File: src/rtl/z80_mem_sched.sv
// Shared memory scheduler: one memory port time-sliced between the Z80 and the video
// fetcher with round-robin grants, fixed-length access cycles and a boot ROM overlay.
module z80_mem_sched #(
   parameter int ACC_CYC = 2,
   parameter int ROM_AW  = 5
) (
   input  logic        clk,
   input  logic        rst,
   input  logic        cpu_req,
   input  logic        cpu_we,
   input  logic [15:0] cpu_a,
   input  logic [7:0]  cpu_do,
   output logic [7:0]  cpu_di,
   output logic        cpu_ack,
   output logic        cpu_wait,
   input  logic        vid_req,
   input  logic [15:0] vid_a,
   output logic [7:0]  vid_d,
   output logic        vid_ack,
   input  logic        boot_clr,
   output logic        boot,
   output logic [15:0] mem_a,
   output logic [7:0]  mem_do,
   output logic        mem_we,
   input  logic [7:0]  mem_di,
   input  logic [7:0]  rom_d,
   output logic [1:0]  dbg_state
);

   localparam int CW = (ACC_CYC > 1) ? $clog2(ACC_CYC) : 1;

   typedef enum logic [1:0] {
      IDLE    = 2'd0,
      CPU_ACC = 2'd1,
      VID_ACC = 2'd2,
      DONE    = 2'd3
   } state_t;

   state_t        state_q, state_d;
   logic [CW-1:0] cnt_q, cnt_d;
   logic [15:0]   mem_a_q, mem_a_d;
   logic [7:0]    mem_do_q, mem_do_d;
   logic          mem_we_q, mem_we_d;
   logic [7:0]    cpu_di_q, cpu_di_d;
   logic [7:0]    vid_d_q, vid_d_d;
   logic          last_vid_q, last_vid_d;
   logic          rom_sel_q, rom_sel_d;
   logic          boot_q, boot_d;
   logic          in_window;

   // Handshake: each requester holds a level request (and its address/data) until
   // the one-clock ack; the ack cycle carries the read data, which then stays put.
   assign in_window = (cpu_a[15:ROM_AW] == '0);

   always_comb begin
      state_d    = state_q;
      cnt_d      = cnt_q;
      mem_a_d    = mem_a_q;
      mem_do_d   = mem_do_q;
      mem_we_d   = mem_we_q;
      cpu_di_d   = cpu_di_q;
      vid_d_d    = vid_d_q;
      last_vid_d = last_vid_q;
      rom_sel_d  = rom_sel_q;
      boot_d     = boot_q & ~boot_clr;

      case (state_q)
         IDLE: begin
            if (cpu_req && (!vid_req || last_vid_q)) begin
               state_d   = CPU_ACC;
               mem_a_d   = cpu_a;
               mem_we_d  = cpu_we;
               mem_do_d  = cpu_do;
               // Overlay source is frozen at grant so a late boot_clr cannot split an access.
               rom_sel_d = boot_q & in_window;
               cnt_d     = CW'(ACC_CYC - 1);
            end else if (vid_req) begin
               state_d   = VID_ACC;
               mem_a_d   = vid_a;
               mem_we_d  = 1'b0;
               rom_sel_d = 1'b0;
               cnt_d     = CW'(ACC_CYC - 1);
            end
         end
         CPU_ACC, VID_ACC: begin
            if (cnt_q == '0) begin
               state_d    = DONE;
               mem_we_d   = 1'b0;
               last_vid_d = (state_q == VID_ACC);
               if (state_q == VID_ACC) begin
                  vid_d_d = mem_di;
               end else if (!mem_we_q) begin
                  // Writes leave the previous read data in place.
                  cpu_di_d = rom_sel_q ? rom_d : mem_di;
               end
            end else begin
               cnt_d = cnt_q - CW'(1);
            end
         end
         DONE: begin
            state_d = IDLE;
         end
         default: begin
            state_d = IDLE;
         end
      endcase
   end

   always_ff @(posedge clk) begin
      if (rst) begin
         state_q    <= IDLE;
         cnt_q      <= '0;
         mem_a_q    <= '0;
         mem_do_q   <= '0;
         mem_we_q   <= 1'b0;
         cpu_di_q   <= '0;
         vid_d_q    <= '0;
         last_vid_q <= 1'b1;
         rom_sel_q  <= 1'b0;
         boot_q     <= 1'b1;
      end else begin
         state_q    <= state_d;
         cnt_q      <= cnt_d;
         mem_a_q    <= mem_a_d;
         mem_do_q   <= mem_do_d;
         mem_we_q   <= mem_we_d;
         cpu_di_q   <= cpu_di_d;
         vid_d_q    <= vid_d_d;
         last_vid_q <= last_vid_d;
         rom_sel_q  <= rom_sel_d;
         boot_q     <= boot_d;
      end
   end

   assign cpu_ack   = (state_q == DONE) && !last_vid_q;
   assign vid_ack   = (state_q == DONE) && last_vid_q;
   assign cpu_wait  = cpu_req & ~cpu_ack;
   assign cpu_di    = cpu_di_q;
   assign vid_d     = vid_d_q;
   assign boot      = boot_q;
   assign mem_a     = mem_a_q;
   assign mem_do    = mem_do_q;
   assign mem_we    = mem_we_q;
   assign dbg_state = state_q;

endmodule
File: config.mk
export PLATFORM = sky130hd
export DESIGN_NAME = z80_mem_sched
export DESIGN_NICKNAME = d
export VERILOG_FILES = /design/src/rtl/z80_mem_sched.sv
export SDC_FILE = /design/constraint.sdc
export NUM_CORES = 1
export LEC_CHECK = 0
export BUFFER_PORTS_ARGS = -buffer_cell sky130_fd_sc_hd__buf_4
export CORE_ASPECT_RATIO = 0.75
export CORE_MARGIN = 10
export CORE_UTILIZATION = 48
export DETAILED_ROUTE_END_ITERATION = 12
export GPL_ROUTABILITY_DRIVEN = 0
export MAX_ROUTING_LAYER = met4
export PLACE_DENSITY_LB_ADDON = 0.25
export SYNTH_ARGS = -nofsm -noshare
export SYNTH_HDL_FRONTEND = slang
export SYNTH_SLANG_ARGS = --single-unit
File: constraint.sdc
create_clock -name clk -period 2.5 [get_ports clk]
set_input_delay 0 -clock clk [delete_from_list [all_inputs] [get_ports clk]]
set_output_delay 0 -clock clk [all_outputs]
set_load 0.02 [all_outputs]
# Word-level counts from Yosys, hierarchy flattened

Cells that the tools add are included.

Bits in registers: 47
Bits in latches: 0
Bits in writable memories: 0
ROM bits: 0
Bits of input ports: 62
Logic and storage cells: 59
Memories: 0

Add/subtract/negate cells: 1
Multipliers: 0
Div/mod/pow operators: 0
Magnitude comparators: 0
Eq/ne operators: 5
Shift-type cells: 0
Mux-type cells: 16
Bitwise logic cells: 8
Reductions and logical operators: 19

Operators by type and width:

| operator              | number |
|---|---|
| $mux W16              | 2 |
| $logic_not A11 Y1     | 1 |
| $reduce_and A2 Y1     | 5 |
| $mux W8               | 1 |
| $mux W1               | 7 |
| $mux W2               | 3 |
| $pmux W2 S3           | 1 |
| $reduce_and A3 Y1     | 2 |
| $not A1 Y1            | 5 |
| $eq A2 B2 Y1 const B  | 2 |
| $pmux W1 S2           | 2 |
| $reduce_and A4 Y1     | 1 |
| $reduce_bool A2 Y1    | 2 |
| $and A1 B1 Y1         | 3 |
| $logic_and A1 B1 Y1   | 3 |
| $ne A3 B3 Y1 const B  | 1 |
| $eq A2 B1 Y1 const B  | 1 |
| $logic_not A1 Y1      | 2 |
| $logic_not A2 Y1      | 1 |
| $ne A2 B2 Y1 const B  | 1 |
| $reduce_or A2 Y1      | 1 |
| $logic_or A1 B1 Y1    | 1 |
| $sub A1 B1 Y1 const B | 1 |

# Depth between registers and ports, before layout

Depth in word-level cells: 5
Depth in mapped cells: 7
Gate-level depth less buffers: 6

# Worst setup path before layout

Ideal clock, no wire load.

Path type: register to register
From: register state_q[0], in the netlist dbg_state[0]
To: register cpu_di_q[6], in the netlist cpu_di[6]
Arrival time: 1.801 ns
Data required time: 2.421 ns
Path slack: 0.620 ns
Cell stages (with the launch flop): 8
Buffers on the path: 1
Cells stage by stage: dfxtp_1 -> inv_1 -> ha_1 -> and2b_1 -> nor3b_4 -> buf_6 -> nor2_1 -> a211oi_2

Longest elaborated chain between the ends: 3

RTL lines:

| item                                           | RTL line | source |
|---|---|---|
| from (decl)                                    | 39       | `state_t state_q, state_d;` |
| from (signal assigned)                         | 122      | `state_q <= state_d;` |
| $eq A2 B2 Y1 or $eq A2 B1 Y1 (tied branches)   | 67, 90   |  |
| $reduce_or A2 Y1 or $not A1 Y1 (tied branches) | n/a      |  |
| $reduce_and A4 Y1 (no line) *                  | n/a      |  |
| to (signal assigned)                           | 127      | `cpu_di_q <= cpu_di_d;` |
| to (decl)                                      | 44       | `logic [7:0] cpu_di_q, cpu_di_d;` |

Every way passes the cells marked *; elsewhere a longest branch is shown, timed or not.
A chain may end at the register's enable or synchronous reset.

# Worst setup path after layout

From: register last_vid_q
To: register mem_a_q[2], in the netlist mem_a[2]

Longest elaborated chain between the ends: 4

RTL lines:

| item                         | RTL line | source |
|---|---|---|
| from (decl)                  | 46       | `logic last_vid_q, last_vid_d;` |
| from (signal assigned)       | 129      | `last_vid_q <= last_vid_d;` |
| $logic_or A1 B1 Y1 *         | 69       | `if (cpu_req && (!vid_req \|\| last_vid_q)) begin` |
| $logic_and A1 B1 Y1 *        | 69       |  |
| $reduce_bool A2 Y1 (no line) | n/a      |  |
| $reduce_and A2 Y1 (no line)  | n/a      |  |
| to (signal assigned)         | 124      | `mem_a_q <= mem_a_d;` |
| to (decl)                    | 41       | `logic [15:0] mem_a_q, mem_a_d;` |

Marked as above.

==> results.json <==
{
  "status": "finished clean",
  "synth_top_area_frac": 0.458,
  "viasPerCell": 5.08,
  "dp.final_hpwl_um": 4650,
  "place_area_mm2": 0.00287,
  "drt_iter0_markers": 108,
  "drc": 0,
  "fmax_mhz": 437,
  "start_util": 0.503,
  "wire_per_inst_um": 16.5,
  "max_stage_delay_ns": 0.62,
  "netlist_area_mm2": 0.00205,
  "ant_nets": 0,
  "crit_path_end": "mem_a[2]",
  "h-tree-depth": 2,
  "grt_util_all_layers": 0.196,
  "wl_met3_um": 473,
  "grt_max_degree": 48,
  "cp_top_family": "simple AND/OR/NAND/NOR gates",
  "nets": 442,
  "fin_area_mm2": 0.00343,
  "first_global_vias": 2260,
  "reg2reg_setup_slack_ns": 0.21,
  "grt-ovfl-total": 0,
  "ys_seq_area_frac": 0.458,
  "end_kind": "register",
  "ys_warn_count": 0,
  "postSynthCellCount": 229,
  "cts_tree": "built",
  "antenna_cells": 0,
  "r2r_start": "last_vid_q",
  "cp_num_cells": 5,
  "portBuffers": 108,
  "syn_avg_cell_area_um2": 8.97,
  "rsz0062_at_grt": "no",
  "p_leak_nw": 1.57,
  "antenna_found_initial": 0,
  "cts-root-buf": "clkbuf_8",
  "slew_viol_final": 0,
  "tns_ns": 0,
  "wl_met1_um": 2860,
  "die_w_um": 95.5,
  "synthToLayoutAreaGrowth_pct": 66.8,
  "fin_crit_sh": 0.916,
  "clock_skew_ns": 0.00670,
  "critPathLaunch": "last_vid_q",
  "synth.area.top_cells": "dfxtp_1, mux2i_1, nor2_1",
  "fin_crit_ns": 2.29,
  "ctsResizeCount": 0,
  "die_height_um": 76.6,
  "core_mm2": 0.00408,
  "met2WireLength_um": 3640,
  "top_layer": "met4",
  "firstDrtPassIters": 4,
  "setup_viol": 0,
  "grt_pass1_wl_um": 11300,
  "cp_cell_sequence": "nand2b_1 > and2_1 > nand2_1 > a311oi_1 > dlygate4sd3_1",
  "wl_um": 7090,
  "hold_viol_final": 0,
  "power_density_mw_per_mm2": 1050,
  "fill_cells": 245,
  "rows": 20,
  "insertion_delay_ns": 0.29,
  "slew_headroom": 0.549,
  "hold_depth": 3,
  "required_ns": 2.73,
  "ir_drop_mv": 0.628,
  "layout-drive-gt1-share": 0.322,
  "r2r.worst_path.cells": 5,
  "critPathBufInv": 1,
  "cts_buffer_depth": 2,
  "syn_nets": 295,
  "synth-seq-cells": 47,
  "path_class": "register to register",
  "vias": 2189,
  "crit_slowest_cell": "dlygate4sd3_1",
  "worstPathArrival_ns": 2.52,
  "drv_cap": 0,
  "yosys.area.top_type": "dfxtp_1",
  "start_kind": "register",
  "r2r-end": "mem_a[2]",
  "dieArea_mm2": 0.00732,
  "clock-sinks": 47,
  "crit_fanout": 18,
  "clk_pin_slew_worst_paths_ns": 0.08,
  "ios": 109,
  "cts_buffers": 5,
  "hp-class": "input pin to register",
  "tightest_slew_ns": 0.676,
  "yosysUniqueCellTypes": 33
}
final cells by class:
cell class / count / area [um^2] / share of cell area
multi-input combinational: 163 / 1020 / 0.298
inverter: 4 / 15.0 / 0.00438
tap: 55 / 68.8 / 0.0201
sequential: 47 / 941 / 0.275
timing repair buffer: 155 / 1280 / 0.373
clock inverter: 1 / 30.0 / 0.00877
clock buffer: 6 / 72.6 / 0.0212
tightest hold or removal path: stages:
cell      delay (ns)
buf_4           0.11
nand2_1         0.05
a311oi_1        0.09
synthesized netlist by cell type:
library cell,n
nor2_1,46
nor4b_1,1
mux2i_1,26
buf_6,1
a21oi_1,3
buf_1,2
o21ai_0,1
a211oi_2,2
nor3b_4,1
nand3b_1,1
nor4_1,2
and3_1,1
o31ai_1,1
inv_1,4
ha_1,4
and2b_1,1
nand2_1,35
nand4_1,1
a21boi_0,1
a211oi_1,7
a21o_1,1
nand2b_1,1
a211o_1,1
a311oi_1,17
buf_4,1
dfxtp_1,47
nor2b_1,4
and2_1,2
clkbuf_1,5
nor2_2,1
buf_2,6
or2_2,1
a31oi_1,1
where the power goes:
group | total, mW | switching [mW] | internal (mW)
logic | 1.93 | 1.05 | 0.879
registers | 1.14 | 0.151 | 0.991
clock network | 0.539 | 0.246 | 0.293
total | 3.61 | 1.45 | 2.16
metrics by stage:
stage | power (mW) | hold WS, ns | instances | utilization | setup WS (ns)
after global placement | 2.86 | 0.232 | 379 | 0.704 | 0.562
after floorplan | 2.31 | 0.147 | 229 | - | 0.620
after CTS | 3.58 | 0.00510 | 431 | 0.840 | 0.339
final | 3.61 | 0.00720 | 431 | 0.840 | 0.211
after global routing | 3.85 | 0.00566 | 431 | 0.840 | 0.0855
after detailed placement | 2.90 | 0.244 | 379 | 0.704 | 0.515
placed cells by master (no fill, tap or decap):
cell	instances
buf_4	110
dfxtp_1	47
nor2_1	46
dlygate4sd3_1	45
nand2_1	35
mux2i_1	26
a311oi_1	17
a211oi_1	7
clkbuf_8	5
inv_1	4
nor2b_1	4
ha_1	4
a21oi_1	3
and2_1	2
a211oi_2	2
nor4_1	2
nand2b_1	1
and3_1	1
a31oi_1	1
a21boi_0	1
o31ai_1	1
o21ai_0	1
nor2_2	1
nand3b_1	1
or2_2	1
and2b_1	1
nor3b_4	1
a211o_1	1
nor4b_1	1
nand4_1	1
a21o_1	1
bufinv_16	1
clkbuf_1	1
repair_timing:
action / CTS / global route
buffers inserted: 0 / 0
hold buffers: 45 / 0
endpoints found under the hold margin: 33 / 0
kinds of logic (layout without fill, tap and decap cells):
kind of cell    after synthesis  count (layout)  synth area share
simple gates                 98              98             0.208
flops                        47              47             0.458
compound gates               35              35             0.138
mux                          26              26             0.127
buf+inv                      19             166            0.0439
fa+ha+maj                     4               4            0.0244
metal layers:
metal  GRT usage  vias to the layer above
met5           -                        -
met2       0.330                       85
li1            -                     1087
met4      0.0544                        0
met3      0.0502                       11
met1       0.222                     1006
registers in the layout (all words and copies together), names as in the netlist:
name and count:
cpu_di 8, boot 1, mem_do 8, rom_sel_q 1
vid_d 8, dbg_state 2, last_vid_q 1, mem_we 1
mem_a 16, cnt_q 1
worst min path at each step:
| stage | from | end | slack [ns] |
|---|---|---|---|
| after CTS | cpu_a[5] | mem_a[5] | 0.005 |
| after floorplan | mem_di[0] | vid_d[0] | 0.15 |
| after global routing | cpu_a[10] | mem_a[10] | 0.006 |
| after global placement | cpu_do[0] | mem_do[0] | 0.23 |
| final | cpu_a[10] | mem_a[10] | 0.007 |
| after detailed placement | cpu_do[4] | mem_do[4] | 0.24 |
(Power assumes the default switching activity.)
